--- src/rtl/ifetch_prefetch.sv ---
// Instruction fetch stage: issues iBus requests under a credit limit, buffers
// in-order responses in a prefetch FIFO and drops stale responses after a redirect.
module ifetch_prefetch #(
  parameter logic [31:0] RESET_PC = 32'h0000_0000,
  parameter int unsigned DEPTH    = 4
) (
  input  logic        clk,
  input  logic        rstf,
  output logic        iBus_cmd_valid,
  input  logic        iBus_cmd_ready,
  output logic [31:0] iBus_cmd_payload_pc,
  input  logic        iBus_rsp_ready,
  input  logic        iBus_rsp_err,
  input  logic [31:0] iBus_rsp_instr,
  input  logic        redirect_valid,
  input  logic [31:0] redirect_pc,
  output logic        out_valid,
  input  logic        out_ready,
  output logic [31:0] out_pc,
  output logic [31:0] out_instr,
  output logic        out_err
);

  localparam int CW = $clog2(DEPTH + 1);
  localparam int PW = (DEPTH > 1) ? $clog2(DEPTH) : 1;

  typedef struct packed {
    logic [31:0] pc;
    logic [31:0] instr;
    logic        err;
  } entry_t;

  logic          started;
  logic [31:0]   fetch_pc;
  logic [CW-1:0] inflight;
  logic [CW-1:0] drop;
  logic [CW-1:0] count;
  logic [PW-1:0] pc_wr;
  logic [PW-1:0] pc_rd;
  logic [PW-1:0] wr_ptr;
  logic [PW-1:0] rd_ptr;
  logic [31:0]   pc_q   [DEPTH];
  entry_t        data_q [DEPTH];

  logic          cmd_fire;
  logic          rsp_fire;
  logic          pop;
  logic          push;
  logic [CW-1:0] inflight_nxt;
  logic [CW:0]   credit_used;

  function automatic logic [PW-1:0] ptr_inc(input logic [PW-1:0] p);
    return (p == PW'(DEPTH - 1)) ? '0 : p + 1'b1;
  endfunction

  // Credit covers stale requests too, so the FIFO can never overflow.
  assign credit_used         = {1'b0, inflight} + {1'b0, count};
  assign iBus_cmd_valid      = started && (credit_used < (CW + 1)'(DEPTH));
  assign iBus_cmd_payload_pc = fetch_pc;

  assign cmd_fire     = iBus_cmd_valid & iBus_cmd_ready;
  assign rsp_fire     = iBus_rsp_ready && (inflight != '0);
  assign pop          = out_valid & out_ready;
  assign push         = rsp_fire && (drop == '0) && !redirect_valid;
  assign inflight_nxt = inflight + CW'(cmd_fire) - CW'(rsp_fire);

  assign out_valid = (count != '0);
  assign out_pc    = out_valid ? data_q[rd_ptr].pc    : '0;
  assign out_instr = out_valid ? data_q[rd_ptr].instr : '0;
  assign out_err   = out_valid ? data_q[rd_ptr].err   : 1'b0;

  // NOTE: storage arrays carry no reset; pointers and counters alone decide which entries are live.
  always_ff @(posedge clk) begin
    if (cmd_fire) pc_q[pc_wr] <= fetch_pc;
    if (push)     data_q[wr_ptr] <= entry_t'{pc: pc_q[pc_rd], instr: iBus_rsp_instr, err: iBus_rsp_err};
  end

  // NOTE: every register uses <= so all updates below see pre-edge values regardless of order.
  always_ff @(posedge clk or negedge rstf) begin
    if (!rstf) begin
      started  <= 1'b0;
      fetch_pc <= RESET_PC;
      inflight <= '0;
      drop     <= '0;
      count    <= '0;
      pc_wr    <= '0;
      pc_rd    <= '0;
      wr_ptr   <= '0;
      rd_ptr   <= '0;
    end else begin
      started  <= 1'b1;
      inflight <= inflight_nxt;
      if (cmd_fire) pc_wr  <= ptr_inc(pc_wr);
      if (rsp_fire) pc_rd  <= ptr_inc(pc_rd);
      if (push)     wr_ptr <= ptr_inc(wr_ptr);
      if (redirect_valid) begin
        // Everything still outstanding after this edge belongs to the old stream.
        fetch_pc <= redirect_pc & ~32'd3;
        drop     <= inflight_nxt;
        count    <= '0;
        rd_ptr   <= wr_ptr;
      end else begin
        if (cmd_fire) fetch_pc <= fetch_pc + 32'd4;
        if (rsp_fire && (drop != '0)) drop <= drop - 1'b1;
        if (pop) rd_ptr <= ptr_inc(rd_ptr);
        count <= count + CW'(push) - CW'(pop);
      end
    end
  end

endmodule

--- config.mk ---
export PLATFORM = sky130hd
export DESIGN_NAME = ifetch_prefetch
export DESIGN_NICKNAME = d
export VERILOG_FILES = /design/src/rtl/ifetch_prefetch.sv
export SDC_FILE = /design/constraint.sdc
export NUM_CORES = 1
export LEC_CHECK = 0
export ABC_CLOCK_PERIOD_IN_PS = 8700
export BUFFER_PORTS_ARGS = -buffer_cell sky130_fd_sc_hd__buf_4
export CORE_MARGIN = 1.5
export CORE_UTILIZATION = 60
export CTS_CLUSTER_DIAMETER = 120
export DETAILED_ROUTE_END_ITERATION = 16
export PLACE_DENSITY = 0.78
export SYNTH_ARGS = -nofsm -noshare
export SYNTH_HDL_FRONTEND = slang
export SYNTH_SLANG_ARGS = --single-unit
--- constraint.sdc ---
create_clock -name clk -period 8.7 [get_ports clk]
set_input_delay 0.87 -clock clk [delete_from_list [all_inputs] [get_ports clk]]
set_output_delay 0.87 -clock clk [all_outputs]
set_load 0.005 [all_outputs]
==> results of run 1 <==
-- worst max-delay path by stage --
stage,start,end,slack (ps),cells past startpoint
final,rd_ptr[0],out_pc[29],4830,4
after global routing,rd_ptr[0],out_pc[29],4580,4
after CTS,rd_ptr[0],out_pc[29],4740,4
after detailed placement,redirect_valid,data_q[1][10],4920,5
after global placement,redirect_valid,data_q[0][8],4970,5
after floorplan,redirect_valid,data_q[0][0],5220,5
-- cells by family (layout without fill, tap and decap cells) --
family | Yosys count | count (layout)
AOI/OAI and AO/OA | 68 | 68
xor gates and xnor gates | 11 | 11
adders and majority gates | 21 | 21
buffers and inverters | 73 | 262
DFF | 420 | 420
muxes | 98 | 98
other | 2 | 5
and+or+nand+nor | 216 | 216
-- cell usage after synthesis, types with 2 or more instances --
cell type,count
a21oi_1,5
a22oi_1,4
a31oi_1,14
and2_1,72
and3_1,5
and4_1,5
buf_1,9
buf_2,5
buf_4,5
buf_6,2
clkbuf_1,33
conb_1,2
dfrtp_1,48
edfxtp_1,372
fa_1,2
ha_1,19
inv_1,19
mux2i_1,4
mux4_2,93
nand2_1,31
nand3_1,18
nand3b_1,2
nand4_1,16
nor2_1,21
nor2b_1,7
nor3_1,6
nor3b_1,4
nor4_1,5
o21ai_0,19
o311ai_0,4
o31ai_1,16
or3_1,8
or4_1,12
xnor2_1,8
xor2_1,3
-- flip-flops by register name, indices dropped and copies added, names as in the netlist --
name and flops:
started 1, pc_rd 2, iBus_cmd_payload_pc 30, rd_ptr 2, pc_q 120, count 3
data_q 252, drop 3, pc_wr 2, inflight 3, wr_ptr 2
-- per-layer routing --
| metal | part of all wire (%) | vias up |
|---|---|---|
| li1 | - | 3952 |
| met1 | 41 | 4498 |
| met2 | 50 | 359 |
| met3 | 7.3 | 49 |
| met4 | 1.8 | 0 |
| met5 | 0 | - |
-- metrics by stage --
step	instance area, µm²	util [%]	power, mW
floorplan	16900	-	3.59
global placement	18500	66.4	4.14
detailed placement	18500	66.4	4.18
CTS	19900	71.5	6.04
global route	19900	71.5	6.26
finish	19900	71.5	5.98
-- cells in the final DEF, fill, tap and decap left out, types with 5 or more instances in the layout --
| master | n |
|---|---|
| edfxtp_1 | 372 |
| buf_4 | 172 |
| mux4_2 | 93 |
| and2_1 | 64 |
| dfrtp_1 | 45 |
| clkbuf_16 | 41 |
| nand2_1 | 31 |
| nor2_1 | 21 |
| inv_1 | 19 |
| o21ai_0 | 19 |
| ha_1 | 19 |
| nand3_1 | 18 |
| o31ai_1 | 16 |
| nand4_1 | 16 |
| a31oi_1 | 14 |
| or4_1 | 12 |
| bufinv_16 | 9 |
| xnor2_1 | 8 |
| and2_2 | 8 |
| nor2b_1 | 7 |
| or3_1 | 7 |
| clkinv_2 | 7 |
| nor3_1 | 6 |
| clkbuf_1 | 6 |
| and3_1 | 5 |
| and4_1 | 5 |
| a21oi_1 | 5 |
| nor4_1 | 5 |
| conb_1 | 5 |
-- power groups by stage --
stage,combinational (mW),clock [mW],sequential [mW]
6_report,1.53,1.86,2.60
5_1_grt,1.68,1.96,2.62
4_1_cts,1.55,1.88,2.60
3_5_place_dp,1.54,0,2.64
3_3_place_gp,1.51,0,2.63
2_1_floorplan,1.03,0,2.56
-- layout make-up --
| class | count | area (µm²) |
|---|---|---|
| Sequential cell | 420 | 12400 |
| Multi-Input combinational cell | 419 | 4240 |
| Clock inverter | 22 | 342 |
| Inverter | 19 | 71.3 |
| Fill cell | 1737 | 7910 |
| Timing Repair Buffer | 172 | 1290 |
| Tap cell | 378 | 473 |
| Clock buffer | 49 | 1080 |
==> metrics.txt, run 1 <==
worst-path maximum fanout 47; type of element capturing the critical path output pin; count of port buffers added during placement around 160; Buffers & Inverters on Critical Path 2; gate family responsible for the most delay along the worst path buffers and inverters; Hold-fix buffers, CTS 0; sequential share of the synthesized area 73.2%; startpoint of the lowest-slack register-to-register path inflight[2]; flop-to-flop setup slack around 5200 ps; TritonCTS clock tree yes; final worst hold slack 370 ps; type of the worst setup path reg -> out; synthesized area 16,900 µm²; final net count about 1,200; status complete, no violations; number of design-rule violations left by the first detailed-router iteration 760; Post-Place Worst Slack 4920 ps; Layout Skew roughly 10 ps; class of the tightest hold or removal check in -> async; endpoints failing setup 0; via count 8,858; Skew-Pair Late Insertion Delay 530 ps; cell repeated most along the worst path buf_4; simple-gate portion of the synthesized area 7.34%; adder and majority gate portion of the synthesized area around 1.6%; dominant cell type by area after synthesis edfxtp_1; full die area around 29,000 µm²; CTS H-tree lvls 2; routing usage on met3 under 10%; Most used DFF post-synth edfxtp_1; IO Pins 170; period utilization between 40% and 50%; Core Region ~28,000 µm²; Slowest-stage cell, CP buf_4; Synth async-reset ratio ~11%; met1 usage 31.8%; number of storage elements in the synthesis netlist 420; switching part of the total 26.2%; cell breakdown of the critical path buf_4 -> mux4_2 -> and2_1 -> buf_4; post-synthesis xor/xnor area fraction 0.570%; first-pass GRT wire length around 51,000 µm; layout cells sized above 1 a little under a third; die width 171 µm; Post-Syn Instances between 900 and 1,000; sequential share of power 43.4%; number of clock buffers inserted by TritonCTS slightly above 40; number of antenna violations at the first check in global routing 0; worst endpoint required time slightly below 8000 ps; Rel. slew slack a little over a third; Initial Util 60.8%; timing-limited maximum frequency about 260 MHz; total global routing track utilization between 20% and 30%; number of flops mapped to enable cells by yosys between 300 and 400; number of hold violations in the final report 0; Residual DRC 0; worst path setup slack after routing approximately 4800 ps; gpl congestion about 0.87; measured slew at the worst slew-check pin between 900 and 1000 ps; largest cells by area after synthesis edfxtp_1, mux4_2, dfrtp_1; number of cells on the worst reg-to-reg path 11; setup repair after global routing missed its margin false; global-route layer with the greatest usage met2; cell total after placement between 1,000 and 1,500; distinct cell type count after synthesis 46; met2 usage 38.8%; largest family of logic cells by synthesized area multiplexers; portion of total power attributed to combinational logic approximately 26%; kind of start point of the critical path flop; DRT Wirelength around 32,000 µm; average vias per placed instance roughly 6; dpl hpwl 18,700 µm; top-area cell type share of the netlist area about 66%; post-route ant nets 0; vertical extent of the die between 150 and 200 µm; number of iterations in the first detailed-routing pass 5; post-CTS setup-driven buffer insertion count 0; number of sinks driven by the clock tree 420; minimum clock period after layout ~3900 ps; post-DR wirelength/cell approximately 22 µm; maximum single-stage delay on the critical path 790 ps; leakage power of the design slightly below 7 nW; VDD IR-drop max 0.000169 V; final antenna diode count 0; number of global-route vias before repair between 9,000 and 10,000; pin count of the biggest net entering global routing 66; Pint 4.41 mW; warnings from Yosys 0; Clock Pin Slew Worst Setup and Hold Paths approximately 60 ps; Arr. time, crit path around 3000 ps; final-layout setup total negative slack 0 ps; multiplexer fraction of the synthesized cell area 12.7%; maximum buffer depth of the clock tree 3; number of cells in the finished layout apart from fillers approximately 1,500; Avg Cell Area, Syn around 19 µm²; switching power total approximately 1.6 mW; share of the synthesized area in compound gates (AO/OA/AOI/OAI) 2.64%; count of final max-slew check failures 0; areal power density over the cells about 300 nW/µm²; standard-cell row count 61; post-cts sizing count 0; endpoint of the worst-slack reg-to-reg timing path drop[1]; Area Growth Syn to Fin 17.6%; total gr overflow 0; Clk pwr share between 30% and 40%; CTS Root Cell clkbuf_16; max-capacitance violation count 0
(Power assumes the default switching activity.)
==> run 2: changes to the inputs <==
==> config.mk (replaced) <==
export PLATFORM = sky130hd
export DESIGN_NAME = ifetch_prefetch
export DESIGN_NICKNAME = d
export VERILOG_FILES = /design/src/rtl/ifetch_prefetch.sv
export SDC_FILE = /design/constraint.sdc
export NUM_CORES = 1
export LEC_CHECK = 0
export ABC_CLOCK_PERIOD_IN_PS = 3400
export BUFFER_PORTS_ARGS = -buffer_cell sky130_fd_sc_hd__buf_4
export CORE_MARGIN = 1.5
export CORE_UTILIZATION = 53
export CTS_CLUSTER_DIAMETER = 120
export DETAILED_ROUTE_END_ITERATION = 16
export PLACE_DENSITY = 0.73
export SYNTH_ARGS = -nofsm -noshare
export SYNTH_HDL_FRONTEND = slang
export SYNTH_SLANG_ARGS = --single-unit
==> constraint.sdc (replaced) <==
create_clock -name clk -period 3.4 [get_ports clk]
set_input_delay 0.34 -clock clk [delete_from_list [all_inputs] [get_ports clk]]
set_output_delay 0.34 -clock clk [all_outputs]
set_load 0.005 [all_outputs]
==> metrics.txt, run 2 (synthesis results as in run 1) <==
worst endpoint required time 3810 ps (-4020 ps); number of global-route vias before repair 9,179 (+1.3%); number of design-rule violations left by the first detailed-router iteration 659 (-13%); Arr. time, crit path 3310 ps (+310 ps); post-route ant nets 0 (unchanged); startpoint of the lowest-slack register-to-register path inflight[2]; cell total after placement 1,441 (+2.3%); TritonCTS clock tree yes; count of final max-slew check failures 0 (unchanged); number of hold violations in the final report 0 (unchanged); class of the tightest hold or removal check in -> reg; endpoints failing setup 0 (unchanged); Residual DRC 0 (unchanged); count of port buffers added during placement 163 (unchanged); pin count of the biggest net entering global routing 65 (-1.5%); dpl hpwl 19,100 µm (+2.3%); post-cts sizing count 0 (unchanged); max-capacitance violation count 0 (unchanged); timing-limited maximum frequency roughly 340 MHz; Skew-Pair Late Insertion Delay 530 ps (about the same); destination of the critical timing path drop[1]; average vias per placed instance 5.82 (-2.8%); gpl congestion 0.858 (-1.1%); Core Region 31,500 µm² (+13%); die width 182 µm (+6.3%); IO Pins 170 (unchanged); total gr overflow 0 (unchanged); flop-to-flop setup slack 500 ps (-4730 ps); commonest non-fill, non-tap cell in the layout edfxtp_1; CTS Root Cell clkbuf_16; minimum clock period after layout between 2000 and 3000 ps; Area Growth Syn to Fin 18.9%; first-pass GRT wire length 50,600 µm (-0.37%); Biggest register data_q; Clock Pin Slew Worst Setup and Hold Paths 60 ps (about the same); measured slew at the worst slew-check pin 990 ps (+13.6 ps); Rel. slew slack 34.0% (-0.91 points); full die area 33,000 µm² (+13%); setup repair after global routing missed its margin false; standard-cell row count 65 (+6.6%); layout cells sized above 1 30.3% (-0.90 points); CTS H-tree lvls 2 (unchanged); areal power density over the cells 743 nW/µm² (+150%); kind of start point of the critical path flop; type of the worst setup path reg -> reg; Total Power 14.9 mW (+150%); leakage power of the design 6.95 nW (+1.2%); number of iterations in the first detailed-routing pass 5 (unchanged); via count 8,963 (+1.2%); final net count 1,198 (+2.8%); VDD IR-drop max 0.000455 V (+170%); period utilization 85.3%; final antenna diode count 0 (unchanged); crit path from inflight[2]; Initial Util 53.7% (-7.1 points); number of cells on the worst reg-to-reg path 12 (+1); post-DR wirelength/cell 21.1 µm (-3.9%); maximum buffer depth of the clock tree 3 (unchanged); type of element capturing the critical path flop; vertical extent of the die 182 µm (+6.3%); final worst hold slack 18.2 ps (-352 ps); number of clock buffers inserted by TritonCTS 42 (+2.4%); most used cells in the layout excluding fill and tap cells edfxtp_1, buf_4, mux4_2; total global routing track utilization 20.1% (-3.1 points); Layout Skew 8.42 ps (-1.81 ps); final-layout setup total negative slack 0 ps (unchanged); number of antenna violations at the first check in global routing 0 (unchanged); fillers 2,149 (+24%); number of sinks driven by the clock tree 420 (unchanged); worst-path maximum fanout 6 (-87%); Layout Utilization 63.9% (-7.7 points); max FFs per register 252 (unchanged); status complete, no violations; endpoint of the worst-slack reg-to-reg timing path drop[1]; DRT Wirelength 32,500 µm (about the same); number of cells in the finished layout apart from fillers 1,539 (+4.1%)
==> run 2: changes by cell type in the layout (fill, tap and decap cells not counted), moves of 2 or more <==
cell           delta
clkinvlp_4        +2
buf_12            +4
dlygate4sd3_1    +23
clkinv_1          +6
and2_2            -4
and2_1            +4
clkbuf_1          +3
buf_4             +5
clkbuf_16         +2
bufinv_16         -8
==> run 2: cell type report <==
class	count	area, µm²	share of cell area, %
clock inverters	20	125	0.622
repair buffers	204	1640	8.15
inverters	19	71.3	0.355
well taps	402	503	2.50
flip-flops and latches	420	12400	61.6
clock buffers	55	1150	5.73
multi-input cells	419	4230	21.1
==> run 2: per-layer routing <==
layer	track usage [%]	part of all wire [%]
met1	28.4	44
met4	5.97	1.8
met3	3.47	6.2
met5	0	0
met2	32.4	48
==> run 2: how the worst min path moves through the flow <==
stage / startpoint / endpoint / slack, ps / cells past startpoint
floorplan: rstf / count[0] / 40 / 0
global placement: rstf / iBus_cmd_payload_pc[14] / 400 / 1
detailed placement: rstf / iBus_cmd_payload_pc[16] / 400 / 1
CTS: iBus_rsp_instr[1] / data_q[1][2] / 0.5 / 1
global route: iBus_rsp_instr[15] / data_q[2][16] / 3 / 1
finish: redirect_pc[3] / iBus_cmd_payload_pc[3] / 20 / 3
==> run 2: worst max-delay path: stages (launching register included) <==
cell and delay [ps]:
dfrtp_1 410, ha_1 320, nor4b_1 280, buf_4 170, and3_1 180, inv_1 130
ha_1 310, inv_1 50, ha_1 120, inv_1 50, fa_1 470, inv_1 50
mux2_2 250
==> run 2: through the flow <==
step                setup slack, ps  area, µm²
floorplan                       383      16900
global placement                533      18600
finish                          498      20100
CTS                             502      20100
detailed placement              531      18600
global route                    298      20100
==> run 2: timing repair <==
item | 4_1_cts | 5_1_grt
endpoints found under the hold margin | 132 | 0
setup buffers | 0 | 0
hold buffers | 23 | 0
==> run 2: power breakdown <==
group	total, mW	leakage (nW)	switching, mW	internal, mW
registers	6.78	3.90	0.500	6.28
logic	3.89	2.43	1.72	2.16
clock network	4.26	0.619	1.81	2.46
total	14.9	6.95	4.03	10.9
==> run 3: changes to the inputs <==
--- a/config.mk
+++ b/config.mk
@@ -7,11 +7,13 @@
 export LEC_CHECK = 0
 export ABC_CLOCK_PERIOD_IN_PS = 3400
 export BUFFER_PORTS_ARGS = -buffer_cell sky130_fd_sc_hd__buf_4
+export CELL_PAD_IN_SITES_DETAIL_PLACEMENT = 0
+export CELL_PAD_IN_SITES_GLOBAL_PLACEMENT = 2
 export CORE_MARGIN = 1.5
-export CORE_UTILIZATION = 53
+export CORE_UTILIZATION = 40
 export CTS_CLUSTER_DIAMETER = 120
 export DETAILED_ROUTE_END_ITERATION = 16
-export PLACE_DENSITY = 0.73
+export PLACE_DENSITY = 0.72
 export SYNTH_ARGS = -nofsm -noshare
 export SYNTH_HDL_FRONTEND = slang
 export SYNTH_SLANG_ARGS = --single-unit
==> metrics.txt, run 3 (synthesis results as in run 1) <==
status complete, no violations; count of port buffers added during placement 163 (unchanged); number of hold violations in the final report 0 (unchanged); measured slew at the worst slew-check pin 877 ps (-112 ps); Slowest-stage cell, CP dfrtp_4; max FFs per register 252 (unchanged); post-CTS setup-driven buffer insertion count 0 (unchanged); average vias per placed instance 5.29 (-9.2%); Clock Pin Slew Worst Setup and Hold Paths 60 ps (about the same); cell breakdown of the critical path buf_4 -> mux4_2 -> and2_1 -> buf_4; worst-path maximum fanout 32 (+26); worst endpoint required time 3060 ps (-750 ps); class of the tightest hold or removal check in -> reg; post-DR wirelength/cell 21.1 µm (about the same); leakage power of the design 7.16 nW (+3.0%); final net count 1,232 (+2.8%); total gr overflow 0 (unchanged); commonest non-fill, non-tap cell in the layout edfxtp_1; Arr. time, crit path 2580 ps (-730 ps); fillers 3,522 (+64%); period utilization 85.9% (+0.56 points); IO Pins 170 (unchanged); final antenna diode count 0 (unchanged); VDD IR-drop max 0.000345 V (-24%); Layout Utilization 49.5% (-14 points); number of design-rule violations left by the first detailed-router iteration 511 (-22%); Buffers & Inverters on Critical Path 2 (-3); Area Growth Syn to Fin 22.7%; Residual DRC 0 (unchanged); endpoints failing setup 0 (unchanged); Skew-Pair Late Insertion Delay 560 ps (+30 ps); full die area 43,500 µm² (+32%); number of global-route vias before repair 9,337 (+1.7%); standard-cell row count 75 (+15%); number of cells on the worst reg-to-reg path 12 (unchanged); final-layout setup total negative slack 0 ps (unchanged); Initial Util 40.4% (-13 points); die width 209 µm (+15%); dpl hpwl 22,300 µm (+17%); kind of start point of the critical path flop; pin count of the biggest net entering global routing 65 (unchanged); via count 9,046 (+0.93%); Biggest register data_q; number of clock buffers inserted by TritonCTS 45 (+7.1%); number of sinks driven by the clock tree 420 (unchanged); max-capacitance violation count 0 (unchanged); maximum buffer depth of the clock tree 3 (unchanged); gate family responsible for the most delay along the worst path flip-flops; count of final max-slew check failures 0 (unchanged); DRT Wirelength 36,100 µm (+11%); Core Region 41,900 µm² (+33%); areal power density over the cells 747 nW/µm² (+0.51%); layout cells sized above 1 30.6% (+0.23 points); CTS Root Cell clkbuf_16; type of element capturing the critical path output pin; number of antenna violations at the first check in global routing 0 (unchanged); type of the worst setup path reg -> out; most used cells in the layout excluding fill and tap cells edfxtp_1, buf_4, mux4_2; Stages on worst setup path 4 (-8); number of iterations in the first detailed-routing pass 5 (unchanged); vertical extent of the die 209 µm (+15%); minimum clock period after layout 2920 ps (+18.9 ps); first-pass GRT wire length 55,500 µm (+9.8%); CTS H-tree lvls 2 (unchanged); Total Power 15.5 mW (+3.7%); Layout Skew 9.91 ps (+1.49 ps); TritonCTS clock tree yes; cell repeated most along the worst path buf_4; Rel. slew slack 41.5% (+7.5 points); post-route ant nets 0 (unchanged); timing-limited maximum frequency 342 MHz (-0.65%); maximum single-stage delay on the critical path 870 ps (+400 ps); gpl congestion 0.759 (-12%); setup repair after global routing missed its margin false; number of cells traversed by the worst hold path 3 (unchanged); total global routing track utilization 16.9% (-3.2 points)
run 3: changes by cell type in the layout (fill, tap and decap cells not counted):
| cell | change |
|---|---|
| buf_12 | +3 |
| buf_4 | +6 |
| bufinv_16 | +2 |
| clkbuf_1 | +4 |
| clkbuf_16 | +4 |
| clkbuf_8 | -1 |
| clkinv_1 | -5 |
| clkinvlp_4 | -1 |
| dlygate4sd3_1 | +22 |
run 3: final timing paths:
kind / from / to / slack, ps
worst max-delay path: rd_ptr[0] / out_pc[16] / 480
worst min-delay path: redirect_pc[21] / iBus_cmd_payload_pc[21] / 30
worst max register to register: inflight[2] / drop[1] / 530
worst min register to register: wr_ptr[1] / rd_ptr[1] / 560
max in group asynchronous: rstf / rd_ptr[0] / 2510
min in group asynchronous: rstf / iBus_cmd_payload_pc[21] / 360
run 3: where the power goes:
group / switching [mW] / total [mW] / internal (mW)
logic: 1.83 / 4.02 / 2.19
registers: 0.477 / 6.76 / 6.28
clock network: 1.90 / 4.69 / 2.79
run 3: per-stage QoR:
step	instances	hold slack [ps]	setup WS (ps)	instance area [µm²]
6_report	1710	25.3	480	20700
5_1_grt	1710	20.9	302	20700
4_1_cts	1710	0.552	377	20700
3_5_place_dp	1587	439	519	18900
3_3_place_gp	1587	440	490	18900
2_1_floorplan	912	44.4	383	16900
run 3: metal layers:
metal	track usage (%)	share of wire [%]	vias up
met4	4.02	1.7	0
li1	-	-	4098
met2	27.3	48	211
met3	3.35	4.3	53
met1	23.7	46	4684
met5	0	0	-
run 3: what timing repair did:
action	CTS	global route
hold buffers	45	0
hold endpoints to repair	191	0
gates resized for setup	0	0
run 3: layout make-up:
class	count	area, µm²	area share, %
flip-flops and latches	420	12400	59.7
multi-input cells	419	4230	20.4
repair buffers	235	1960	9.47
clock buffers	62	1250	6.04
well taps	539	674	3.25
clock inverters	16	159	0.766
inverters	19	71.3	0.344
run 3: tightest hold or removal path: stages:
cell and delay [ps]:
buf_4 80, a21oi_1 50, nand3_1 70
